**src/rtl/rom_fetch_ctrl.sv**
```systemverilog
`default_nettype none
// rom_fetch_ctrl: burst ROM fetch controller with a credit-limited output FIFO.
// Build option: define ROM_FETCH_DESC_EN to step addresses downward (-1 per issue).
module rom_fetch_ctrl #(
  parameter int DATA_WIDTH = 12,
  parameter int ADDR_WIDTH = 7,
  parameter int FIFO_DEPTH = 4
) (
  input  logic                  clk,
  input  logic                  rst,
  input  logic                  start,
  input  logic [ADDR_WIDTH-1:0] base_addr,
  input  logic [ADDR_WIDTH:0]   len,
  output logic [ADDR_WIDTH-1:0] rom_addr,
  input  logic [DATA_WIDTH-1:0] rom_data,
  output logic [DATA_WIDTH-1:0] out_data,
  output logic                  out_valid,
  input  logic                  out_ready,
  output logic                  busy,
  output logic                  done
);

  localparam int PTR_W = $clog2(FIFO_DEPTH);
  localparam int CNT_W = PTR_W + 1;
  localparam int LEN_W = ADDR_WIDTH + 1;

  typedef enum logic [1:0] {
    IDLE  = 2'd0,
    FETCH = 2'd1,
    DRAIN = 2'd2
  } state_t;

  state_t                state_q, state_d;
  logic [ADDR_WIDTH-1:0] addr_q, addr_d;
  logic [ADDR_WIDTH-1:0] rom_addr_q, rom_addr_d;
  logic [ADDR_WIDTH-1:0] issue_addr;
  logic [LEN_W-1:0]      remain_q, remain_d;
  logic                  tag1_q, tag2_q;
  logic                  zero_done_q, zero_done_d;
  logic                  issue, drain_done;

  logic [DATA_WIDTH-1:0] mem_q [FIFO_DEPTH];
  logic [PTR_W-1:0]      wr_ptr_q, rd_ptr_q;
  logic [CNT_W-1:0]      count_q, count_d;
  logic [1:0]            in_flight;
  logic [CNT_W:0]        occupancy;
  logic                  has_room, wr_en, rd_en;

  function automatic logic [ADDR_WIDTH-1:0] step_addr(input logic [ADDR_WIDTH-1:0] a);
`ifdef ROM_FETCH_DESC_EN
    return a - ADDR_WIDTH'(1);
`else
    return a + ADDR_WIDTH'(1);
`endif
  endfunction

  // Words already issued reserve a FIFO slot, so the FIFO can never overflow.
  assign in_flight = {1'b0, tag1_q} + {1'b0, tag2_q};
  assign occupancy = (CNT_W+1)'(count_q) + (CNT_W+1)'(in_flight);
  assign has_room  = (occupancy < (CNT_W+1)'(FIFO_DEPTH));

  assign wr_en     = tag2_q;
  assign out_valid = (count_q != '0);
  assign rd_en     = out_valid & out_ready;
  assign count_d   = count_q + CNT_W'(wr_en) - CNT_W'(rd_en);
  assign out_data  = mem_q[rd_ptr_q];

  assign rom_addr  = rom_addr_q;
  assign busy      = (state_q != IDLE);
  assign done      = (drain_done | zero_done_q) & ~rst;

  always_comb begin
    state_d     = state_q;
    issue       = 1'b0;
    issue_addr  = addr_q;
    remain_d    = remain_q;
    zero_done_d = 1'b0;
    drain_done  = 1'b0;
    case (state_q)
      IDLE: begin
        // A start coinciding with the zero-length done pulse is dropped.
        if (start && !zero_done_q) begin
          if (len == '0) begin
            zero_done_d = 1'b1;
          end else begin
            issue      = 1'b1;
            issue_addr = base_addr;
            remain_d   = len - LEN_W'(1);
            state_d    = (len == LEN_W'(1)) ? DRAIN : FETCH;
          end
        end
      end
      FETCH: begin
        if (has_room) begin
          issue    = 1'b1;
          remain_d = remain_q - LEN_W'(1);
          if (remain_q == LEN_W'(1)) state_d = DRAIN;
        end
      end
      DRAIN: begin
        if (in_flight == 2'd0 && count_q == '0) begin
          drain_done = 1'b1;
          state_d    = IDLE;
        end
      end
      default: state_d = IDLE;
    endcase
    rom_addr_d = issue ? issue_addr : rom_addr_q;
    addr_d     = issue ? step_addr(issue_addr) : addr_q;
  end

  always_ff @(posedge clk) begin
    if (rst) begin
      state_q     <= IDLE;
      addr_q      <= '0;
      rom_addr_q  <= '0;
      remain_q    <= '0;
      tag1_q      <= 1'b0;
      tag2_q      <= 1'b0;
      zero_done_q <= 1'b0;
      wr_ptr_q    <= '0;
      rd_ptr_q    <= '0;
      count_q     <= '0;
    end else begin
      state_q     <= state_d;
      addr_q      <= addr_d;
      rom_addr_q  <= rom_addr_d;
      remain_q    <= remain_d;
      tag1_q      <= issue;
      tag2_q      <= tag1_q;
      zero_done_q <= zero_done_d;
      count_q     <= count_d;
      if (wr_en) wr_ptr_q <= wr_ptr_q + PTR_W'(1);
      if (rd_en) rd_ptr_q <= rd_ptr_q + PTR_W'(1);
    end
  end

  always_ff @(posedge clk) begin
    if (wr_en && !rst) mem_q[wr_ptr_q] <= rom_data;
  end

endmodule
`default_nettype wire

```
**config.mk**
```make
export PLATFORM = sky130hd
export DESIGN_NAME = rom_fetch_ctrl
export DESIGN_NICKNAME = d
export VERILOG_FILES = /design/src/rtl/rom_fetch_ctrl.sv
export SDC_FILE = /design/constraint.sdc
export NUM_CORES = 1
export LEC_CHECK = 0
export ABC_CLOCK_PERIOD_IN_PS = 3130
export CORE_ASPECT_RATIO = 0.75
export CORE_MARGIN = 4
export CORE_UTILIZATION = 54
export DETAILED_ROUTE_END_ITERATION = 8
export GPL_ROUTABILITY_DRIVEN = 0
export HOLD_SLACK_MARGIN = 0.15
export PLACE_DENSITY_LB_ADDON = 0.15
export SLEW_MARGIN = 20
export SYNTH_ARGS = -nofsm -noshare
export SYNTH_HDL_FRONTEND = slang
export SYNTH_SLANG_ARGS = --single-unit
```
**constraint.sdc**
```tcl
create_clock -name clk -period 3.13 [get_ports clk]
set_input_delay 0.313 -clock clk [delete_from_list [all_inputs] [get_ports clk]]
set_output_delay 0.313 -clock clk [all_outputs]
set_load 0.03 [all_outputs]
```
==> metrics.md, run 1 <==
| Metric | Value |
|---|---|
| Largest incremental delay on the critical path | 460 ps |
| Status | finished clean |
| Seq cells post-synth | 84 |
| CTS hold repair buffers | 0 |
| Avg Synthesized Cell Area | 12.0 um2 |
| Combinational group share of total power | 32.1% |
| First-pass GRT wire length | 13100 um |
| Antenna violations before repair | 0 |
| Total grt overflow | 0 |
| Cell family with most CP delay | simple AND/OR/NAND/NOR gates |
| Critical-path top delay cell | clkdlybuf4s50_1 |
| CTS clock-pin slew for the worst setup and hold paths | 90 ps |
| Wire length after detailed routing | 7700 um |
| Reg2Reg Setup Slack | 640 ps |
| Cts repair resizes | 0 |
| Number of vias per cell | 5.64 |
| Proportion of register bits with asynchronous set or reset after synthesis | 0% |
| Total negative slack for setup checks | 0 ps |
| Post-synth EDFFs | 48 |
| Number of buffers created by CTS | 9 |
| CTS H-tree depth | 3 |
| Instance count of the mapped netlist | 319 |
| Detail Placement HPWL | 5430 um |
| Die outline width | 105 um |
| Total buffers and inverters traversed by the critical path | 2 |
| Site row count | 26 |
| Transition time at the pin with the least slew margin | 660 ps |
| Fmax achieved | 373 MHz |
| Initial cell density of the core | 56.0% |
| Capturing element type of the critical path | flop |
| Startpoint class of the critical path | primary input |
| Vias in the first global route | 2629 |
| Number of nets in the synthesized netlist | 365 |
| Remaining design rule violation count | 0 |
| Setup-violating endpoint count in the final report | 0 |
| Area used by multi-input combinational logic | 1550 um2 |
| Worst slew margin relative to its limit | 56.0% |
| Leakage power | 0.00164 uW |
| Worst EP required | 3410 ps |
| Reg-to-reg endpoint | addr_q[6] |
| Cell area after synthesis | 3830 um2 |
| Area Growth Syn to Fin | 21.9% |
| Skew-Pair Late Insertion Delay | 360 ps |
| Fillers | 538 |
| Global-route usage over all layers | 19.8% |
| Average wire per cell in the routed design | 16.6 um |
| Number of cells traversed by the worst register-to-register path | 9 |
| Flip-flop and latch area | 2160 um2 |
| Setup CP Type | primary input to flop |
| CTS tree | done |
| Postcts setup bufs | 0 |
| Number of nets still failing antenna checks after routing | 0 |
| Number of top-level pins | 53 |
| Time the worst path needs with I/O delays and setup | 2680 ps |
| Switching fraction of total power | 32.6% |
| Worst setup path start | len[0] |
| Critical path arrival | 2970 ps |
| Power density normalized to cell area | 709 nW/um2 |
| Maximum vdd drop | 0.000488 V |
| Sequential share of the synthesized area | 56.5% |
| End point of the critical path | addr_q[6] |
| Path length in cells of the critical path | 12 |
| Tcrit/Tclk final | 85.7% |
| Number of endpoints with negative hold slack in the final report | 0 |
| Starting DRT DRC Count | 88 |
| Reg power frac | 41.2% |
| Clock Skews | 8.15 ps |
| Antenna Diode Count | 0 |
| Number of pins exceeding their max-slew limit in the final report | 0 |
| Total Nets Final | 421 |
| Total Die Area | 8510 um2 |
| Clock sink total | 84 |
| Number of max-cap violations | 0 |
| Kind of path behind the tightest hold check | flop to flop |
| Maximum fanout count along the critical path | 4 |
| Distinct cell type count of the synthesized netlist | 50 |
| Fraction of layout instances using a drive strength above 1 | 12.4% |
| Placeable Area | 6830 um2 |
| Startpoint of the most critical register-to-register path | state_q[1] |
| Commonest register cell after synthesis | edfxtp_1 |
| Maximum clock insertion buffer count | 2 |
| Initial DRT Pass Iterations | 4 |
| Most frequent cell on the critical path | ha_1 |
| Clock root buffer | clkbuf_8 |
| Critical Path, Cell by Cell | clkdlybuf4s50_1 -> inv_1 -> ha_1 -> nor3b_1 -> a21oi_2 -> mux2_2 -> ha_1 -> nand3_1 -> nor4_1 -> xor2_1 -> nor2_1 -> a211oi_1 |
| Pin count of the biggest net entering global routing | 19 |
| Total Power Consumption | 3310 uW |
| Detailed-route via count | 2619 |
| Cell Int Power | 2230 uW |
| Net Switching | 1080 uW |
| Yosys warning total | 0 |
| Clock share of power | 26.8% |
| RSZ-0062 raised after global routing | no |
| Total of buffers placed on input and output ports | 52 |
| Chip Height | 80.9 um |
==> stage by stage <==
step           util, %  cell area, um2  setup WS, ps  cells  hold slack, ps
4_1_cts           68.3            4660           466    464             472
3_3_place_gp      64.9            4430           156    448             455
3_5_place_dp      64.9            4430          68.8    448             460
5_1_grt           68.3            4660           217    464             508
2_1_floorplan        -            3830           831    319             412
6_report          68.3            4660           446    464             469
==> layout make-up <==
cell class / instances / area share, %
clock buffers: 10 / 2.95
inverters: 12 / 0.966
repair buffers: 59 / 12.3
clock inverters: 6 / 2.04
flip-flops and latches: 84 / 46.4
multi-input cells: 209 / 33.1
well taps: 84 / 2.25
==> registers in the layout, indices dropped and copies added, names as in the netlist, named ones only <==
name         count
addr_q           7
count_q          3
mem_q           48
rd_ptr_q         2
remain_q         8
rom_addr         7
state_q          2
tag1_q           1
tag2_q           1
wr_ptr_q         2
zero_done_q      1
==> cells in the final DEF (no fill, tap or decap), types with 4 or more instances in the layout <==
master / instances
nor2b_1: 5
edfxtp_1: 48
nor2_1: 31
nand2_1: 24
clkdlybuf4s50_1: 52
nand3_1: 9
or3_1: 5
o211ai_1: 6
o21ai_0: 8
buf_4: 7
a211oi_1: 4
ha_1: 14
and2_1: 5
clkbuf_8: 10
mux4_2: 12
inv_1: 12
xnor2_1: 10
a21oi_1: 16
xor2_1: 7
dfxtp_1: 36
nor3_1: 9
==> layer usage <==
metal  global-route usage, %  up-vias  share of wire, %
met3                    4.69        5               4.9
met5                       0        -                 0
met2                    31.7       60                47
met1                    27.0     1270                48
li1                        -     1284                 -
met4                    6.68        0              0.80
==> logic make-up (layout without fill, tap and decap cells) <==
family	after synthesis	in the layout	share of synthesized area [%]
AO/OA/AOI/OAI	52	52	8.73
XOR/XNOR	17	17	3.89
adder cells (fa/ha/maj)	15	15	5.10
buffers and inverters	26	87	3.11
flip-flops	84	84	56.5
multiplexers	16	16	8.18
AND/OR/NAND/NOR	109	109	14.5
==> tightest hold or removal path: cells and delay by family (launching register included) <==
family | cells | cell delay [ps]
DFF | 1 | 320
and+or+nand+nor | 1 | 60
AOI/OAI and AO/OA | 1 | 50
==> how the worst min path moves through the flow <==
stage                     cells after the start         from          end
after CTS                                     2    addr_q[1]    addr_q[1]
final                                         2    addr_q[1]    addr_q[1]
after floorplan                               0  rom_data[0]  mem_q[0][0]
after detailed placement                      2    addr_q[1]    addr_q[1]
after global routing                          2       tag1_q       tag2_q
after global placement                        2  remain_q[1]  remain_q[1]
==> power groups by stage <==
stage	clock (uW)	combinational [uW]	sequential [uW]
detailed placement	0	1060	1380
floorplan	0	700	1400
finish	885	1060	1360
global route	959	1160	1380
CTS	898	1070	1360
global placement	0	1040	1380
==> cell usage after synthesis (all sizes together), types with 2 or more instances <==
library cell,n,area share [%]
a211oi,4,0.78
a21oi,17,2.3
a311oi,2,0.46
a31oi,3,0.49
and2,5,0.82
and3,3,0.49
buf,6,1.1
clkbuf,8,0.78
dfxtp,36,19
edfxtp,48,38
ha,14,4.6
inv,12,1.2
mux2,2,0.59
mux2i,2,0.52
mux4,12,7.1
nand2,25,2.5
nand2b,2,0.33
nand3,9,1.2
nor2,32,3.2
nor2b,5,0.82
nor3,9,1.2
nor3b,2,0.39
nor4,5,1.1
o211ai,6,1.2
o21ai,8,1.0
o22ai,3,0.49
o31ai,2,0.39
o41ai,2,0.46
or2,2,0.33
or3,5,0.82
or4,2,0.49
xnor2,10,2.3
xor2,7,1.6
Note: power is estimated with default switching activity, not from simulation.
==> run 2, diff against run 1 <==
Settings changed: REMOVE_ABC_BUFFERS set to 1.
==> metrics.md, run 2 (synthesized netlist as in run 1, its figures left out) <==
| Metric | Value |
|---|---|
| Maximum clock insertion buffer count | 2 (unchanged) |
| Antenna Diode Count | 0 (unchanged) |
| Pin count of the biggest net entering global routing | 25 (+6) |
| Most frequent cells in the layout | clkdlybuf4s50_1, edfxtp_1, dfxtp_1, nor2_1, nand2_1 |
| CTS H-tree depth | 3 (unchanged) |
| Cell Int Power | 2140 uW (-4.1%) |
| Flip-flop and latch area | 2160 um2 (unchanged) |
| Area used by multi-input combinational logic | 1550 um2 (unchanged) |
| Combinational group share of total power | 33.6% (+1.5 points) |
| Status | finished clean |
| Setup CP Type | primary input to flop |
| Number of buffers created by CTS | 9 (unchanged) |
| Tcrit/Tclk final | 87.0% (+1.2 points) |
| Total Die Area | 8510 um2 (unchanged) |
| Detailed-route via count | 2665 (+1.8%) |
| Total Nets Final | 423 (+0.48%) |
| Transition time at the pin with the least slew margin | 673 ps (+13.5 ps) |
| CTS clock-pin slew for the worst setup and hold paths | 80 ps (about the same) |
| Cts repair resizes | 0 (unchanged) |
| Reg with most FFs | mem_q |
| Power density normalized to cell area | 692 nW/um2 (-2.4%) |
| Post-Place Worst Slack | 49.8 ps (-19.0 ps) |
| Number of nets still failing antenna checks after routing | 0 (unchanged) |
| Initial cell density of the core | 56.0% (unchanged) |
| Maximum fanout count along the critical path | 4 (unchanged) |
| Maximum vdd drop | 0.000385 V (-21%) |
| Total Power Consumption | 3210 uW (-2.7%) |
| Clock Skews | 9.80 ps (+1.65 ps) |
| Vias in the first global route | 2607 (-0.84%) |
| Startpoint class of the critical path | primary input |
| Remaining design rule violation count | 0 (unchanged) |
| Site row count | 26 (unchanged) |
| Number of endpoints with negative hold slack in the final report | 0 (unchanged) |
| Chip Height | 80.9 um (unchanged) |
| Fmax achieved | 367 MHz (-1.4%) |
| Time the worst path needs with I/O delays and setup | 2720 ps (+38.1 ps) |
| Total of buffers placed on input and output ports | 52 (unchanged) |
| Starting DRT DRC Count | 155 (+76%) |
| Fraction of layout instances using a drive strength above 1 | 12.6% (+0.20 points) |
| Clock root buffer | clkbuf_8 |
| Fillers | 521 (-3.2%) |
| Reg power frac | 42.4% (+1.2 points) |
| RSZ-0062 raised after global routing | no |
| Worst EP required | 3390 ps (-20 ps) |
| Regs by FF count | mem_q: 48 flops, remain_q: 8 flops |
| First-pass GRT wire length | 13200 um (+0.80%) |
| Antenna violations before repair | 0 (unchanged) |
| Initial DRT Pass Iterations | 4 (unchanged) |
| Global-route usage over all layers | 20.0% (+0.13 points) |
| Number of vias per cell | 5.72 (+1.3%) |
| Most common cell after layout, fill and taps aside | clkdlybuf4s50_1 |
| Skew-Pair Late Insertion Delay | 350 ps (about the same) |
| Clock share of power | 24.0% (-2.8 points) |
| Detail Placement HPWL | 5630 um (+3.7%) |
| Capturing element type of the critical path | flop |
| Worst setup path start | len[0] |
| Flip-flop count of the largest register after layout | 48 (unchanged) |
| Kind of path behind the tightest hold check | flop to flop |
| Die outline width | 105 um (unchanged) |
| Postcts setup bufs | 0 (unchanged) |
| Average wire per cell in the routed design | 16.8 um (+0.97%) |
| Clock sink total | 84 (unchanged) |
| Setup-violating endpoint count in the final report | 0 (unchanged) |
| Number of max-cap violations | 0 (unchanged) |
| Hold Path Origin | remain_q[1] |
| Critical path arrival | 2990 ps (+20 ps) |
| Final WS setup | 408 ps (-38.1 ps) |
| Wire length after detailed routing | 7810 um (+1.4%) |
| Number of top-level pins | 53 (unchanged) |
| CTS tree | done |
| CTS hold repair buffers | 0 (unchanged) |
| Total grt overflow | 0 (unchanged) |
| Startpoint of the most critical register-to-register path | state_q[1] |
| Final cell count without fillers | 466 (+0.43%) |
| Leakage power | 0.00163 uW (-0.42%) |
| Total negative slack for setup checks | 0 ps (unchanged) |
| Worst slew margin relative to its limit | 55.1% (-0.90 points) |
| Area Growth Syn to Fin | 21.5% |
| Net Switching | 1080 uW (about the same) |
| Number of pins exceeding their max-slew limit in the final report | 0 (unchanged) |
| Switching fraction of total power | 33.5% (+0.94 points) |
| Worst Hold Margin | 471 ps (+2.34 ps) |
| Placeable Area | 6830 um2 (unchanged) |
| Placed Instances | 450 (+0.45%) |
## run 2: critical path, stage by stage
cell	delay (ps)
clkdlybuf4s50_1	470
inv_1	100
ha_1	200
nor3b_1	370
a21oi_2	150
mux2_2	270
ha_1	220
nand3_1	140
nor4_1	330
xor2_1	180
nor2_1	50
a211oi_1	190
## run 2: path summary, 6_finish.rpt
check                     end  slack (ps)  depth (start not counted)
hold reg to reg   remain_q[1]         470                          2
hold / removal    remain_q[1]         470                          2
setup / recovery    addr_q[6]         410                         12
setup reg to reg    addr_q[6]         580                          9
## run 2: cell type report
type	count	area share (%)
inverter	12	0.969
clock inverter	6	1.59
timing repair buffer	61	12.7
multi-input combinational	209	33.3
sequential	84	46.5
clock buffer	10	2.75
tap	84	2.26
## run 2: routing by layer
layer	share of wire, %	global-route usage [%]	vias up
met3	5.6	4.61	12
met1	47	28.5	1285
met5	0	0	-
met2	46	30.6	71
met4	1.3	6.29	0
li1	-	-	1297
## run 2: power by group through the flow
stage	Clock [uW]	Combinational (uW)	Sequential [uW]
6_report	771	1080	1360
5_1_grt	847	1170	1380
4_1_cts	793	1090	1360
3_5_place_dp	0	1090	1380
3_3_place_gp	0	1060	1380
2_1_floorplan	0	627	1430
## run 2: through the flow
stage	area [um2]	util (%)
after floorplan	3750	-
after global placement	4450	65.1
after detailed placement	4450	65.1
after CTS	4650	68.0
after global routing	4650	68.0
final	4650	68.0
